File: config.mk
export PLATFORM = sky130hd
export DESIGN_NAME = reg_scoreboard_flat
export DESIGN_NICKNAME = d
export VERILOG_FILES = /design/src/rtl/reg_scoreboard_if.sv /design/src/rtl/reg_scoreboard.sv /design/src/flat_wrapper.sv
export SDC_FILE = /design/constraint.sdc
export NUM_CORES = 1
export LEC_CHECK = 0
export BUFFER_PORTS_ARGS = -buffer_cell sky130_fd_sc_hd__buf_2
export CELL_PAD_IN_SITES_DETAIL_PLACEMENT = 0
export CELL_PAD_IN_SITES_GLOBAL_PLACEMENT = 1
export CORE_MARGIN = 5
export CORE_UTILIZATION = 43
export CTS_CLUSTER_DIAMETER = 150
export DETAILED_ROUTE_END_ITERATION = 10
export GPL_TIMING_DRIVEN = 0
export PLACE_DENSITY_LB_ADDON = 0.1
export SETUP_SLACK_MARGIN = 0.5
export SLEW_MARGIN = 10
export SYNTH_ARGS = -nofsm -noshare
export SYNTH_HDL_FRONTEND = slang
export SYNTH_SLANG_ARGS = --single-unit
File: constraint.sdc
create_clock -name clk -period 4.9 [get_ports clk]
set_clock_uncertainty 0.05 [all_clocks]
set_input_delay 0.49 -clock clk [delete_from_list [all_inputs] [get_ports clk]]
set_output_delay 0.49 -clock clk [all_outputs]
set_load 0.05 [all_outputs]
File: src/rtl/reg_scoreboard_if.sv
// Decode-side read/lock/write-back bus and register file read port of the
// register-hazard scoreboard.
interface reg_scoreboard_if #(
  parameter int REG_SZ = 32
);
  logic              rd_req;
  logic [4:0]        rd_idx;
  logic              rd_flush;
  logic              rd_ack;
  logic [REG_SZ-1:0] rd_val;
  logic              lock_req;
  logic [4:0]        lock_idx;
  logic              lock_gnt;
  logic              wb_e;
  logic [4:0]        wb_idx;
  logic [REG_SZ-1:0] wb_val;
  logic              rf_re;
  logic [4:0]        rf_idx;
  logic              rf_rack;
  logic [REG_SZ-1:0] rf_in;

  modport master (
    output rd_req, rd_idx, rd_flush, lock_req, lock_idx,
           wb_e, wb_idx, wb_val, rf_rack, rf_in,
    input  rd_ack, rd_val, lock_gnt, rf_re, rf_idx
  );

  modport slave (
    input  rd_req, rd_idx, rd_flush, lock_req, lock_idx,
           wb_e, wb_idx, wb_val, rf_rack, rf_in,
    output rd_ack, rd_val, lock_gnt, rf_re, rf_idx
  );
endinterface

File: src/rtl/reg_scoreboard.sv
// Register-hazard scoreboard: per-register lock counters plus a read FSM that
// serialises operand reads onto the register file and bypasses from write-back.
//   state   | meaning
//   IDLE    | no read in progress, sampling rd_req
//   RF_RD   | register file read issued, waiting for rf_rack
//   WAIT    | register locked, waiting for its last pending write-back
//   ACK     | rd_ack pulse, rd_val valid
module reg_scoreboard #(
  parameter int REG_SZ = 32,
  parameter int CNT_W  = 2,
  parameter int PERF_W = 16
) (
  input  logic              clk,
  input  logic              rst,
  reg_scoreboard_if.slave   sb,
  output logic              busy,
  output logic [31:0]       locked,
  output logic [PERF_W-1:0] stall_cnt
);
  localparam logic [1:0] S_IDLE  = 2'd0;
  localparam logic [1:0] S_RF_RD = 2'd1;
  localparam logic [1:0] S_WAIT  = 2'd2;
  localparam logic [1:0] S_ACK   = 2'd3;

  localparam logic [CNT_W-1:0] CNT_MAX = {CNT_W{1'b1}};
  localparam logic [CNT_W-1:0] CNT_ONE = CNT_W'(1);

  logic [CNT_W-1:0]  cnt [32];
  logic [1:0]        state;
  logic [4:0]        cur_idx;
  logic [REG_SZ-1:0] rd_val_q;
  logic              rf_re_q;
  logic [4:0]        rf_idx_q;
  logic              lock_inc;
  logic              wb_dec;
  logic [31:0]       inc_vec;
  logic [31:0]       dec_vec;
  logic              bypass_now;
  logic              wait_hit;

  // A full counter still grants when the same register retires this cycle.
  assign sb.lock_gnt = (sb.lock_idx == 5'd0) || (cnt[sb.lock_idx] < CNT_MAX) ||
                       (sb.wb_e && (sb.wb_idx == sb.lock_idx));

  assign lock_inc = sb.lock_req && sb.lock_gnt && (sb.lock_idx != 5'd0);
  assign wb_dec   = sb.wb_e && (sb.wb_idx != 5'd0) && (cnt[sb.wb_idx] != '0);
  assign inc_vec  = lock_inc ? (32'd1 << sb.lock_idx) : 32'd0;
  assign dec_vec  = wb_dec   ? (32'd1 << sb.wb_idx)   : 32'd0;

  always_ff @(posedge clk or posedge rst) begin
    if (rst) begin
      for (int i = 0; i < 32; i++) cnt[i] <= '0;
    end else begin
      for (int i = 1; i < 32; i++) begin
        case ({inc_vec[i], dec_vec[i]})
          2'b10:   cnt[i] <= cnt[i] + CNT_ONE;
          2'b01:   cnt[i] <= cnt[i] - CNT_ONE;
          default: cnt[i] <= cnt[i];
        endcase
      end
    end
  end

  always_comb begin
    locked = '0;
    for (int i = 0; i < 32; i++) locked[i] = (cnt[i] != '0);
  end

  assign bypass_now = sb.wb_e && (sb.wb_idx == sb.rd_idx) && (cnt[sb.rd_idx] == CNT_ONE);
  assign wait_hit   = sb.wb_e && (sb.wb_idx == cur_idx) && (cnt[cur_idx] == CNT_ONE);

  // rd_flush takes priority over a completion arriving in the same cycle.
  always_ff @(posedge clk or posedge rst) begin
    if (rst) begin
      state     <= S_IDLE;
      cur_idx   <= '0;
      rd_val_q  <= '0;
      rf_re_q   <= 1'b0;
      rf_idx_q  <= '0;
      stall_cnt <= '0;
    end else begin
      case (state)
        S_IDLE: begin
          if (sb.rd_req) begin
            cur_idx <= sb.rd_idx;
            if (sb.rd_idx == 5'd0) begin
              rd_val_q <= '0;
              state    <= S_ACK;
            end else if (bypass_now) begin
              rd_val_q <= sb.wb_val;
              state    <= S_ACK;
            end else if (cnt[sb.rd_idx] == '0) begin
              rf_re_q  <= 1'b1;
              rf_idx_q <= sb.rd_idx;
              state    <= S_RF_RD;
            end else begin
              state <= S_WAIT;
            end
          end
        end
        S_RF_RD: begin
          if (sb.rd_flush) begin
            rf_re_q <= 1'b0;
            state   <= S_IDLE;
          end else if (sb.rf_rack) begin
            rd_val_q <= sb.rf_in;
            rf_re_q  <= 1'b0;
            state    <= S_ACK;
          end
        end
        S_WAIT: begin
          if (stall_cnt != {PERF_W{1'b1}}) stall_cnt <= stall_cnt + PERF_W'(1);
          if (sb.rd_flush) begin
            state <= S_IDLE;
          end else if (wait_hit) begin
            rd_val_q <= sb.wb_val;
            state    <= S_ACK;
          end
        end
        default: state <= S_IDLE;
      endcase
    end
  end

  assign sb.rd_ack = (state == S_ACK);
  assign sb.rd_val = rd_val_q;
  assign sb.rf_re  = rf_re_q;
  assign sb.rf_idx = rf_idx_q;
  assign busy      = (state != S_IDLE);
endmodule

File: src/flat_wrapper.sv
// flat-port wrapper written by rule: the top's interface ports become plain ports
module reg_scoreboard_flat 
#(
  parameter int REG_SZ = 32,
  parameter int CNT_W  = 2,
  parameter int PERF_W = 16
)
  (clk, rst, busy, locked, stall_cnt, sb_rd_req, sb_rd_idx, sb_rd_flush, sb_lock_req, sb_lock_idx, sb_wb_e, sb_wb_idx, sb_wb_val, sb_rf_rack, sb_rf_in, sb_rd_ack, sb_rd_val, sb_lock_gnt, sb_rf_re, sb_rf_idx);
  reg_scoreboard_if #(.REG_SZ(REG_SZ)) sb_i ();
  input  logic clk;
  input  logic rst;
  output logic busy;
  output logic [31:0] locked;
  output logic [PERF_W-1:0] stall_cnt;
  input wire logic [$bits(sb_i.rd_req)-1:0] sb_rd_req;
  input wire logic [$bits(sb_i.rd_idx)-1:0] sb_rd_idx;
  input wire logic [$bits(sb_i.rd_flush)-1:0] sb_rd_flush;
  input wire logic [$bits(sb_i.lock_req)-1:0] sb_lock_req;
  input wire logic [$bits(sb_i.lock_idx)-1:0] sb_lock_idx;
  input wire logic [$bits(sb_i.wb_e)-1:0] sb_wb_e;
  input wire logic [$bits(sb_i.wb_idx)-1:0] sb_wb_idx;
  input wire logic [$bits(sb_i.wb_val)-1:0] sb_wb_val;
  input wire logic [$bits(sb_i.rf_rack)-1:0] sb_rf_rack;
  input wire logic [$bits(sb_i.rf_in)-1:0] sb_rf_in;
  output wire logic [$bits(sb_i.rd_ack)-1:0] sb_rd_ack;
  output wire logic [$bits(sb_i.rd_val)-1:0] sb_rd_val;
  output wire logic [$bits(sb_i.lock_gnt)-1:0] sb_lock_gnt;
  output wire logic [$bits(sb_i.rf_re)-1:0] sb_rf_re;
  output wire logic [$bits(sb_i.rf_idx)-1:0] sb_rf_idx;
  assign sb_i.rd_req = sb_rd_req;
  assign sb_i.rd_idx = sb_rd_idx;
  assign sb_i.rd_flush = sb_rd_flush;
  assign sb_i.lock_req = sb_lock_req;
  assign sb_i.lock_idx = sb_lock_idx;
  assign sb_i.wb_e = sb_wb_e;
  assign sb_i.wb_idx = sb_wb_idx;
  assign sb_i.wb_val = sb_wb_val;
  assign sb_i.rf_rack = sb_rf_rack;
  assign sb_i.rf_in = sb_rf_in;
  assign sb_rd_ack = sb_i.rd_ack;
  assign sb_rd_val = sb_i.rd_val;
  assign sb_lock_gnt = sb_i.lock_gnt;
  assign sb_rf_re = sb_i.rf_re;
  assign sb_rf_idx = sb_i.rf_idx;
  reg_scoreboard #(.REG_SZ(REG_SZ), .CNT_W(CNT_W), .PERF_W(PERF_W)) u_core (.clk(clk), .rst(rst), .sb(sb_i), .busy(busy), .locked(locked), .stall_cnt(stall_cnt));
endmodule
# Word level (Yosys, flattened, before mapping)
# Index checks and enable logic that the tools add are counted.
# totals
ff_bits	123
output_inout_bits	89
in_bits	86
# op_classes
bitwise_logic	6
n_shift	2
reduce_logical	90
magnitude_cmp	5
mux	69
n_addsub	63
n_eq_ne	82
# ops
cell	count
$mux W32	9
$reduce_bool A2 Y1	66
$pmux W2 S2	31
$pmux W32 S3	1
$eq A2 B1 Y1 const B	34
$eq A2 B2 Y1 const B	33
$shl A1 B5 Y32 const A	2
$add A2 B1 Y2 const B	31
$sub A2 B1 Y2 const B	31
$bmux W2 S5	4
$mux W2	16
$ge A6 B6 Y1 const B	4
$not A5 Y6	4
$add A16 B1 Y16 const B	1
$ne A16 B16 Y1 const B	1
$eq A5 B5 Y1	3
$ne A2 B2 Y1 const B	6
$logic_not A5 Y1	2
$reduce_bool A5 Y1	2
$logic_and A1 B1 Y1	9
$reduce_and A7 Y1	1
$mux W1	6
$pmux W2 S3	1
$reduce_and A6 Y1	1
other kinds (13)	18

# Logic depth before layout (Yosys ltp)
# depth
word_depth	12
depth_mapped	16
mapped_depth_nobuf	11

# Worst setup path after synthesis
# OpenSTA, ideal clock, no wires.
# synth_path
path_type	input port to flip-flop
from	in sb_wb_idx[1]
to	reg u_core.cnt[5] in the netlist's numbering
path_slack_ps	1824
arrival_ps	2947
n_path_buf	1
path_stages	10
t_required_ps	4771
cell_sequence	buf_2 > inv_2 > mux4_2 > mux4_2 > and3_4 > and3_1 > and3_1 > ha_1 > nor2_1 > xor2_1
# synth_between
elab_chain_len	9
word_cells_on_any_way	20
# synth_lines
item	line_no	rtl
start, declared	flat_wrapper.sv:21	input wire logic [$bits(sb_i.wb_idx)-1:0] sb_wb_idx;
$not A5 Y6 (implied by the code)	reg_scoreboard.sv:46	assign wb_dec = sb.wb_e && (sb.wb_idx != 5'd0) && (cnt[sb.wb_idx] != '0);
$bmux W2 S5	reg_scoreboard.sv:46	
$mux W2 (implied by the code) (2 in a row)	reg_scoreboard.sv:46	
$reduce_bool A2 Y1	reg_scoreboard.sv:46	
$logic_and A1 B1 Y1	reg_scoreboard.sv:46	
$mux W32	reg_scoreboard.sv:48	assign dec_vec = wb_dec ? (32'd1 << sb.wb_idx) : 32'd0;
$eq A2 B1 Y1 / $eq A2 B2 Y1 (equally long branches)	reg_scoreboard.sv:55	case ({inc_vec[i], dec_vec[i]})
$pmux W2 S2 / $reduce_bool A2 Y1 (equally long branches)	-	
end signal, assigned by index	reg_scoreboard.sv:56	2'b10: cnt[i] <= cnt[i] + CNT_ONE;
end signal, assigned by index	reg_scoreboard.sv:57	2'b01: cnt[i] <= cnt[i] - CNT_ONE;
end signal, assigned by index	reg_scoreboard.sv:58	default: cnt[i] <= cnt[i];
end, declared	reg_scoreboard.sv:28	logic [CNT_W-1:0] cnt [32];
# Parallel ways exist; a longest one is shown, timed or not. The select of a mux whose other input is x is not followed.
# A chain may end at the register's enable or synchronous reset.

# Worst setup path after layout
# layout_path
from	in sb_lock_idx[1]
to	out sb_lock_gnt
# layout_between
elab_chain_len	7
word_cells_on_any_way	10
# layout_lines
item	line_no	rtl
start, declared	flat_wrapper.sv:19	input wire logic [$bits(sb_i.lock_idx)-1:0] sb_lock_idx;
$not A5 Y6 (implied by the code)	reg_scoreboard.sv:42	assign sb.lock_gnt = (sb.lock_idx == 5'd0) || (cnt[sb.lock_idx] < CNT_MAX) ||
$bmux W2 S5	reg_scoreboard.sv:42	
$mux W2 (implied by the code) (2 in a row)	reg_scoreboard.sv:42	
$lt A2 B2 Y1	reg_scoreboard.sv:42	
$logic_or A1 B1 Y1	reg_scoreboard.sv:42	
$logic_or A1 B1 Y1 (*)	reg_scoreboard.sv:42	
end, declared	flat_wrapper.sv:27	output wire logic [$bits(sb_i.lock_gnt)-1:0] sb_lock_gnt;
# Every way passes the cells marked *; elsewhere a longest branch is shown, timed or not. The select of a mux whose other input is x is not followed.

==> impl_metrics.tcl <==
set metrics [dict create \
    synth-edff-count 0 \
    grt.total_usage_pct 22.6 \
    cts_sinks 123 \
    pin_count 175 \
    r2r_cells 9 \
    placementRows 52 \
    final_cell_mix "buf_2, nand2_1, dfrtp_1" \
    fin_nets 1232 \
    drive_gt1_share_pct 28.9 \
    grt_max_degree 83 \
    antenna_found_initial 0 \
    wl_mm 26.6 \
    dr.pass1.iters 6 \
    power_density_nw_per_um2 700 \
    hpwl_mm 20.1 \
    maxCapViolations 0 \
    area_delta_synth_final_pct 20.5 \
    diodes 0 \
    synth.cell_area_um2 8750 \
    dieArea_um2 23300 \
    syn_nets 1049 \
    fin_crit_sh_pct 69.8 \
    cp.required_ns 4.36 \
    regToRegEndpoint "u_core.cnt[17]" \
    synthFlopType "dfrtp_1" \
    syn_avg_cell_area_um2 9.44 \
    ys_seq_area_share_pct 35.2 \
    cts_tree "done" \
    status "complete, no violations" \
    min_period_ns 3.42 \
    placed_area_um2 9930 \
    power_mw 7.38 \
    drc 0 \
    viasPerCell 5.40 \
    synth_top_area_share_pct 35.2 \
    start_kind "input port" \
    tightest_slew_ns 0.672 \
    wl_per_cell_um 19.1 \
    dp_cells 1361 \
    insertion_delay_ns 0.42 \
    netlist_instances 927 \
    synth.area.top_cells "dfrtp_1, xnor2_1, mux2_2" \
    path_max_fanout 10 \
    tns_ns 0 \
    dpl_worst_slack_ns 1.17 \
    hold_buffers 0 \
    leakage_nw 4.92 \
    gr-total-overflow 0 \
    layout_commonest_cell "buf_2" \
    die_w_um 153 \
    critPathArrivalTime_ns 2.88 \
    path_clk_slew_ns 0.06 \
    core_um2 20100 \
    clock_path_buffers 2 \
    ys_seq_elements 123 \
    gp_congestion 0.888 \
    nFillCells 1900 \
    drt_iter0_drc 559 \
    synth_cell_type_count 54 \
    slew_violations 0 \
    root_buffer "clkbuf_16" \
    grt_pass1_wl_mm 41.8 \
    ir_drop_v 0.000534 \
    hold_class "input port to asynchronous set/reset pin" \
    fmaxAchievable_ghz 0.292 \
    start_util_pct 43.5 \
    setup_viol 0 \
    drtAntennaViolNets 0 \
    cp-end-kind "output pin" \
    r2r_setup_slack_ns 1.63 \
    post_cts_resize_count 0 \
    critical_path_class "input port to output pin" \
    timing.slew.headroom_pct 54.8 \
    layout.cells.non_filler 1393 \
    async_flop_share_pct 100 \
    rsz0062_at_grt "no" \
    port_buffers 163 \
    ys_warn_count 2 \
    postCtsSetupBuffers 0 \
    grt_pass1_vias 7297 \
    vias 7522 \
    final_area_um2 10500 \
    die_h_um 153 \
    hold_viol_final 0 \
    setup_ws_ns 1.48 \
    htree_levels 4 \
    yosys.area.top_type "dfrtp_1" \
    rr_startpoint "u_core.cnt[6]" \
    cts_buffers 17 \
]
==> worst max-delay path by stage <==
stage                         startpoint        endpoint  slack, ns  cells past startpoint
after floorplan                      rst   u_core.cnt[0]       1.09                      1
after global placement               rst  u_core.cnt[39]      -0.62                      2
after detailed placement    sb_wb_idx[0]  u_core.cnt[25]       1.17                     10
after CTS                 sb_lock_idx[1]     sb_lock_gnt       1.54                     12
after global routing      sb_lock_idx[1]     sb_lock_gnt       1.39                     12
final                     sb_lock_idx[1]     sb_lock_gnt       1.48                     12
==> where the power goes <==
| group | switching, mW | internal (mW) | total, mW |
|---|---|---|---|
| Clock | 0.534 | 0.768 | 1.30 |
| Combinational | 2.56 | 1.48 | 4.04 |
| Sequential | 0.582 | 1.45 | 2.03 |
==> through the flow <==
step                      util (%)  hold slack [ns]
after floorplan                  -            0.435
after global placement        49.3            0.421
after detailed placement      49.4            0.430
after CTS                     52.4           0.0391
after global routing          52.4           0.0568
final                         52.4           0.0326
==> state kept, by name (all words and copies together) (netlist names) <==
name              cells
u_core.cnt           62
u_core.sb.rd_val     32
u_core.stall_cnt     16
u_core.cur_idx        5
u_core.sb.rf_idx      5
u_core.state          2
u_core.sb.rf_re       1
==> critical path, stage by stage <==
cell and delay [ns]:
buf_2 0.20, buf_4 0.20, buf_2 0.22, buf_2 0.27, nand3_1 0.10, o21ai_0 0.10
o21ai_0 0.14, a211o_1 0.34, a221oi_1 0.27, a31oi_1 0.09, buf_2 0.21, buf_2 0.24
==> cell families (layout without fill, tap and decap cells) <==
logic type / count (synthesis) / after routing / synth area share [%]
flip-flops: 123 / 123 / 35.2
XOR/XNOR: 121 / 121 / 12.1
other: 1 / 1 / 0.0429
AO/OA/AOI/OAI: 129 / 129 / 10.5
multiplexers: 90 / 90 / 14.1
adder cells (fa/ha/maj): 36 / 36 / 5.15
AND/OR/NAND/NOR: 346 / 346 / 18.7
buffers and inverters: 81 / 277 / 4.23
==> synthesized netlist by cell type (all sizes together), types with 14 or more instances <==
| cell | count |
|---|---|
| nand3 | 42 |
| and3 | 15 |
| mux2i | 22 |
| nand2b | 14 |
| o21ai | 51 |
| inv | 27 |
| mux2 | 46 |
| nor2 | 70 |
| xnor2 | 74 |
| or2 | 31 |
| xor2 | 47 |
| nand2 | 126 |
| buf | 24 |
| a22o | 32 |
| mux4 | 22 |
| dfrtp | 123 |
| ha | 36 |
| clkbuf | 29 |
| o32ai | 15 |
==> cell type report <==
class	count	area, µm²	share of cell area, %
inverters	28	110	1.04
repair buffers	164	843	8.00
multi-input cells	723	5300	50.3
clock inverters	15	178	1.69
clock buffers	17	425	4.04
flip-flops and latches	123	3080	29.2
well taps	270	338	3.21
plain buffers	53	265	2.52
==> metal layers <==
layer / track usage (%) / vias to the layer above / share of wire, %
li1: - / 3609 / -
met1: 32.1 / 3606 / 46
met2: 36.3 / 283 / 47
met3: 4.06 / 24 / 6.4
met4: 4.84 / 0 / 1.0
met5: 0 / - / 0
No activity file was read; power rests on OpenSTA's default activity.
